### config.mk
export PLATFORM = sky130hd
export DESIGN_NAME = shift_collector
export DESIGN_NICKNAME = d
export VERILOG_FILES = /design/src/rtl/coder_pkg.sv /design/src/rtl/stride_timer.sv /design/src/rtl/shift_collector.sv
export SDC_FILE = /design/constraint.sdc
export NUM_CORES = 1
export LEC_CHECK = 0
export ABC_AREA = 1
export BUFFER_PORTS_ARGS = -buffer_cell sky130_fd_sc_hd__clkbuf_2
export CAP_MARGIN = 15
export CELL_PAD_IN_SITES_DETAIL_PLACEMENT = 2
export CELL_PAD_IN_SITES_GLOBAL_PLACEMENT = 2
export CORE_MARGIN = 3
export CORE_UTILIZATION = 39
export DETAILED_ROUTE_END_ITERATION = 8
export PLACE_DENSITY = 0.88
export SLEW_MARGIN = 25
export SYNTH_ARGS = -nofsm -noshare
export SYNTH_HDL_FRONTEND = slang
export SYNTH_SLANG_ARGS = --single-unit
### constraint.sdc
create_clock -name clk -period 4.28 [get_ports clk]
set_clock_uncertainty 0.05 [all_clocks]
set_input_delay 0 -clock clk [delete_from_list [all_inputs] [get_ports clk]]
set_output_delay 0 -clock clk [all_outputs]
set_load 0.05 [all_outputs]
### src/rtl/coder_pkg.sv
`default_nettype none
// ============================================================================
//  Module   : coder_pkg
//  Purpose  : Shared definitions for the encoder-side shift chain and the
//             decoder-side shift collector: the serial sample type, default
//             geometry/pacing constants and a counter-width helper.
//  Revision : 1.0 - initial release
// ============================================================================
package coder_pkg;

  localparam int C_DATA_WIDTH = 8;  // bits per serial sample
  localparam int C_DEPTH      = 5;  // samples per assembled word
  localparam int C_TIMING     = 4;  // minimum cycles between samples

  typedef logic [C_DATA_WIDTH-1:0] sample_t;

  // Width of a counter that holds 0..range_n-1; never narrower than one bit.
  function automatic int cnt_width(input int range_n);
    return (range_n > 1) ? $clog2(range_n) : 1;
  endfunction

endpackage
`default_nettype wire

### src/rtl/stride_timer.sv
`default_nettype none
// ============================================================================
//  Module   : stride_timer
//  Purpose  : Pacing down-counter shared by the paced coder blocks. A load
//             starts a TIMING-1 cycle holdoff; idle is high once it expires.
//  Ports    : clk   - clock, rising edge
//             rst_n - asynchronous active-low reset (counter to 0)
//             clear - synchronous return to idle
//             load  - start a new holdoff (only meaningful while idle)
//             idle  - counter is zero, a new event may be taken
//  Revision : 1.0 - initial release
// ============================================================================
module stride_timer
  import coder_pkg::*;
#(
  parameter int TIMING = C_TIMING
) (
  input  logic clk,
  input  logic rst_n,
  input  logic clear,
  input  logic load,
  output logic idle
);

  localparam int TW = cnt_width(TIMING);

  logic [TW-1:0] r_count;

  generate
    if (TIMING > 1) begin : g_paced
      always_ff @(posedge clk or negedge rst_n) begin
        if (!rst_n) begin
          r_count <= '0;
        end else if (clear) begin
          r_count <= '0;
        end else if (load) begin
          r_count <= TW'(TIMING - 1);
        end else if (r_count != '0) begin
          r_count <= r_count - TW'(1);
        end
      end
    end else begin : g_unpaced
      // Every cycle is eligible; there is nothing to count.
      assign r_count = '0;
    end
  endgenerate

  assign idle = (r_count == '0);

endmodule
`default_nettype wire

### src/rtl/shift_collector.sv
`default_nettype none
// ============================================================================
//  Module   : shift_collector
//  Purpose  : Collects DEPTH paced serial samples into one parallel word and
//             presents it through a one-word valid/ready holding register.
//             The first sample of a word lands in the least significant slot.
//  Ports    : clk, rst_n          - clock / async active-low reset
//             clear               - drop partial word, restart pacing
//             in_valid/in_ready/in    - serial sample handshake
//             out_valid/out_ready/out - assembled word handshake
//  Revision : 1.0 - initial release
// ============================================================================
module shift_collector
  import coder_pkg::*;
#(
  parameter int DATA_WIDTH = C_DATA_WIDTH,
  parameter int DEPTH      = C_DEPTH,
  parameter int TIMING     = C_TIMING
) (
  input  logic                        clk,
  input  logic                        rst_n,
  input  logic                        clear,
  input  logic                        in_valid,
  output logic                        in_ready,
  input  logic [DATA_WIDTH-1:0]       in,
  output logic                        out_valid,
  input  logic                        out_ready,
  output logic [DEPTH*DATA_WIDTH-1:0] out
);

  localparam int            IW         = cnt_width(DEPTH);
  localparam logic [IW-1:0] C_LAST_IDX = IW'(DEPTH - 1);

  logic [IW-1:0]               r_idx;
  logic [DEPTH*DATA_WIDTH-1:0] r_out;
  logic                        r_out_valid;
  logic [DEPTH*DATA_WIDTH-1:0] w_word;
  logic                        w_idle;
  logic                        w_last;
  logic                        w_stall;
  logic                        w_in_ready;
  logic                        w_accept;
  logic                        w_load_word;

  stride_timer #(
    .TIMING (TIMING)
  ) u_timer (
    .clk   (clk),
    .rst_n (rst_n),
    .clear (clear),
    .load  (w_accept),
    .idle  (w_idle)
  );

  assign w_last = (r_idx == C_LAST_IDX);
  // Only the word-completing sample needs room in the holding register; a
  // drain in the same cycle frees that room.
  assign w_stall     = w_last && r_out_valid && !out_ready;
  assign w_in_ready  = rst_n && w_idle && !clear && !w_stall;
  assign w_accept    = in_valid && w_in_ready;
  assign w_load_word = w_accept && w_last;

  // Slot registers for samples 0..DEPTH-2; the final sample is taken
  // straight from the input when the word is loaded.
  generate
    for (genvar k = 0; k < DEPTH - 1; k++) begin : g_slot
      logic [DATA_WIDTH-1:0] r_slot;

      always_ff @(posedge clk or negedge rst_n) begin
        if (!rst_n) begin
          r_slot <= '0;
        end else if (w_accept && (r_idx == IW'(k))) begin
          r_slot <= in;
        end
      end

      assign w_word[k*DATA_WIDTH +: DATA_WIDTH] = r_slot;
    end
  endgenerate

  assign w_word[(DEPTH-1)*DATA_WIDTH +: DATA_WIDTH] = in;

  always_ff @(posedge clk or negedge rst_n) begin
    if (!rst_n) begin
      r_idx <= '0;
    end else if (clear) begin
      r_idx <= '0;
    end else if (w_accept) begin
      r_idx <= w_last ? '0 : r_idx + IW'(1);
    end
  end

  // Holding register: a new word wins over a drain, so back-to-back words
  // keep out_valid high without a bubble.
  always_ff @(posedge clk or negedge rst_n) begin
    if (!rst_n) begin
      r_out       <= '0;
      r_out_valid <= 1'b0;
    end else if (w_load_word) begin
      r_out       <= w_word;
      r_out_valid <= 1'b1;
    end else if (out_ready) begin
      r_out_valid <= 1'b0;
    end
  end

  assign in_ready  = w_in_ready;
  assign out_valid = r_out_valid;
  assign out       = r_out;

endmodule
`default_nettype wire

==> results by stage <==
Run status:
- The run finished with clean final reports.

Global routing:
- The wire length of the first global-routing pass is 16400 um.
- Entering global routing, the biggest net connects 79 pins.
- The number of antenna violations at the first check in global routing is 0.
- The via count of the first global-routing pass is 2924.
- Global routing used 21.6% of the available tracks across all layers.
- Global routing finished with a remaining overflow of 0.

Logic synthesis:
- The library cell with the highest instance count after synthesis is dfrtp_1.
- The count of flip-flops with a built-in enable after synthesis is 0.
- The mean post-synth cell area is 10.6 um^2.
- The most used flip-flop cell after synthesis is dfrtp_1.
- The dominant combinational cell family by area after synthesis is simple AND/OR/NAND/NOR gates.
- Of the post-synthesis cell area, the dominant cell type holds 55.9%.
- The share of flip-flops with an asynchronous set or reset is 100%.
- When the netlist entered floorplanning its net count stood at 349.
- The simple-gate portion of the synthesized area is 17.2%.
- The sequential-to-total area share from yosys stat is 55.9%.
- Yosys attributes the largest share of cell area to dfrtp_1, o21ai_2, nand2_2.
- The arithmetic-cell share of the synthesized area counting full adders, half adders and majority gates is 2.15%.
- The gate count of the mapped netlist is 330.
- The mux contribution to synthesized area is 0%.
- The post-synthesis instance area is 3490 um^2.
- Sorting the synthesized cells by how often they occur yields dfrtp_1, inv_1, nand2_1, o21ai_2, nand2_2.
- Summing the areas of all compound-gate instances in the mapped netlist gives 15.5% of the synthesized area.
- The register bit total from synthesis is 78.
- The total of warnings raised by yosys is 0.
- The count of different cell masters after synthesis is 21.
- The parity-gate share of the synthesized area counting xor and xnor cells is 0%.
- Summed over all instances, the cell type with the most area after synthesis is dfrtp_1.

Pwr:
- In this run the power density over the cells is 439 nW/um^2.
- IR analysis of the VDD net gives a maximum drop of 0.205 mV.
- The leakage power summed over all cells is 2.06 nW.
- The total power is 1.79 mW.

Final layout:
- The fraction of final layout cells sized beyond drive strength 1 is 39.3%.
- The total inserted antenna cells is 0.
- The multi-input gate area in the final layout is 1220 um^2.
- The layout has 880 filler cells.
- The final layout net count is 414.
- The area added between synthesis and finish is 16.6%.
- Registers take 1950 um^2.

Floorplan:
- The area of the placeable core is 8460 um^2.
- 55 I/O pins were placed.
- After floorplanning, the core was divided into 33 placement rows.
- The die is 101 um wide.
- The die covers 10100 um^2.
- The starting utilization of the core area is 41.2%.
- The die height is 101 um.

STA:
- Timing would allow up to 352 MHz.
- The worst slew margin relative to its limit is 47.0%.
- The number of setup violations in the final report is 0.
- The number of failing hold endpoints at the final stage is 0.
- Setup repair after global routing left no endpoint under its margin.
- Adding up every negative setup slack in the final design gives 0 ps.
- The clock period could shrink to 2840 ps.
- The slew at the pin closest to its max-slew limit is 793 ps.
- The count of final max-slew check failures is 0.
- Dividing the final minimum period by the clock period gives 66.4%.

Route:
- The average detailed-routed wire length per instance is 19.6 um.
- Using the TritonRoute via totals, the vias-per-cell ratio works out to 5.02.
- Summed over all layers, the routed wires come to 9920 um.
- The overall via count from detail_route is 2536.
- The post-route DRC violation count is 0.
- Before antenna repair, the detailed router went through 4 iterations.
- The detail route stage leaves a number of antenna-violating nets equal to 0.
- The initial DRC count is 64.

Clocking:
- The clock-pin slew on the worst setup and hold paths is 90 ps.
- No sink is reached through more buffers than the 2 on the longest clock path.
- The CTS buffer count is 9.
- The number of levels in the clock H-tree is 3.
- In this run, post-CTS repair resized a total of 0 instances.
- The tree is rooted in a clkbuf_8.
- TritonCTS built the clock tree.
- The hold buffer count at cts is 10.
- The count of clock tree sinks is 78.
- Post-CTS timing repair inserted 0 buffers for setup.
- The later pin in the worst-skew pair is clocked with a latency of 360 ps.

Critical path:
- Data on the critical path arrives at its endpoint at 3020 ps.
- STA classifies the critical path startpoint as a flip-flop.
- The startpoint identified for the worst register-to-register timing path is u_timer.r_count[0].
- The worst register-to-register path ends at out[8].
- The worst register-to-register path has a depth of 8.
- For the worst setup path, the data required time is 4460 ps.
- The path type of the worst setup path is flip-flop to flip-flop.
- STA classifies the critical path endpoint as a flip-flop.
- The highest net fanout along the worst path is 46.
- The worst register-to-register path has a setup slack of 1440 ps.

Worst hold path:
- The destination of the worst hold path is r_idx[0].
- The worst hold path belongs to the class input pin to flip-flop.
- The worst hold path was traced through 4 stages.
- The launch instance of the worst min-delay path is clear.

Placement:
- The global placement routability congestion is 0.720.
- The count of buffers added on input and output ports is 54.
- The HPWL after detailed placement is 6330 um.

Job:
- The number of max-cap violations is 0.
## metal layers
layer  track usage, %  up-vias  share of wire, %
li1                 -     1160                 -
met3             3.46       12               2.4
met4             7.25        0               1.7
met2             38.0       43                53
met5                0        -                 0
met1             26.8     1321                43
## sequential cells by signal, indices dropped and copies added (netlist names)
name and count:
u_timer.r_count 2, r_idx 3, out 40, out_valid 1, g_slot.r_slot 32
## how the worst max path moves through the flow
stage,startpoint,end,cells past startpoint
floorplan,out_valid,r_idx[2],6
finish,u_timer.r_count[0],out[8],8
detailed placement,r_idx[0],out[8],9
CTS,u_timer.r_count[0],out[8],8
global placement,r_idx[0],out[6],9
global route,u_timer.r_count[0],out[8],8
## metrics by stage
step	hold slack [ps]	worst slack [ps]	util (%)	cell area [um^2]	instances
floorplan	-346	2530	-	3490	330
global placement	141	1640	44.8	3790	479
detailed placement	150	1480	44.8	3790	479
CTS	0.702	1380	48.0	4070	505
global route	59.3	1250	48.1	4070	505
finish	20.3	1440	48.1	4070	505
## report_power, final
| group | switching [mW] | internal (mW) | total (mW) |
|---|---|---|---|
| Sequential | 0.0764 | 0.847 | 0.924 |
| Clock | 0.295 | 0.227 | 0.522 |
| Combinational | 0.240 | 0.100 | 0.340 |
## critical path: stages, from the launching register on
cell and delay (ps):
dfrtp_1 410, inv_1 70, ha_1 200, nand2_1 100, nor2_4 310, nand4_4 690, buf_4 610, nand2_1 180
o21ai_2 70
## final cells by class
cell class,count,area share (%)
Sequential cell,78,48.0
Timing Repair Buffer,66,9.62
Clock inverter,5,0.830
Tap cell,105,3.23
Clock buffer,11,3.47
Inverter,54,4.98
Multi-Input combinational cell,186,29.9
## kinds of logic (layout without fill, tap and decap cells)
| kind of cell | after synthesis | in the layout |
|---|---|---|
| AOI/OAI and AO/OA | 76 | 76 |
| adders and majority gates | 6 | 6 |
| and+or+nand+nor | 104 | 104 |
| buffers and inverters | 66 | 136 |
| DFF | 78 | 78 |
## cells in the final DEF, fill, tap and decap left out, types with 2 or more instances in the layout
master         Yosys  layout
dfrtp_1           78      78
nand2_1           50      50
nand4_4            4       4
inv_1             53      53
dlygate4sd3_1      0      10
buf_4              0       2
nand2_2           34      34
clkinvlp_4         0       2
o21ai_2           43      43
o21ai_0           27      27
o21ai_1            6       6
nor2_1             6       6
clkbuf_8           0      10
ha_1               6       6
clkinv_2           0       2
nand3_1            4       4
clkbuf_2           0      53
(Power assumes the default switching activity.)
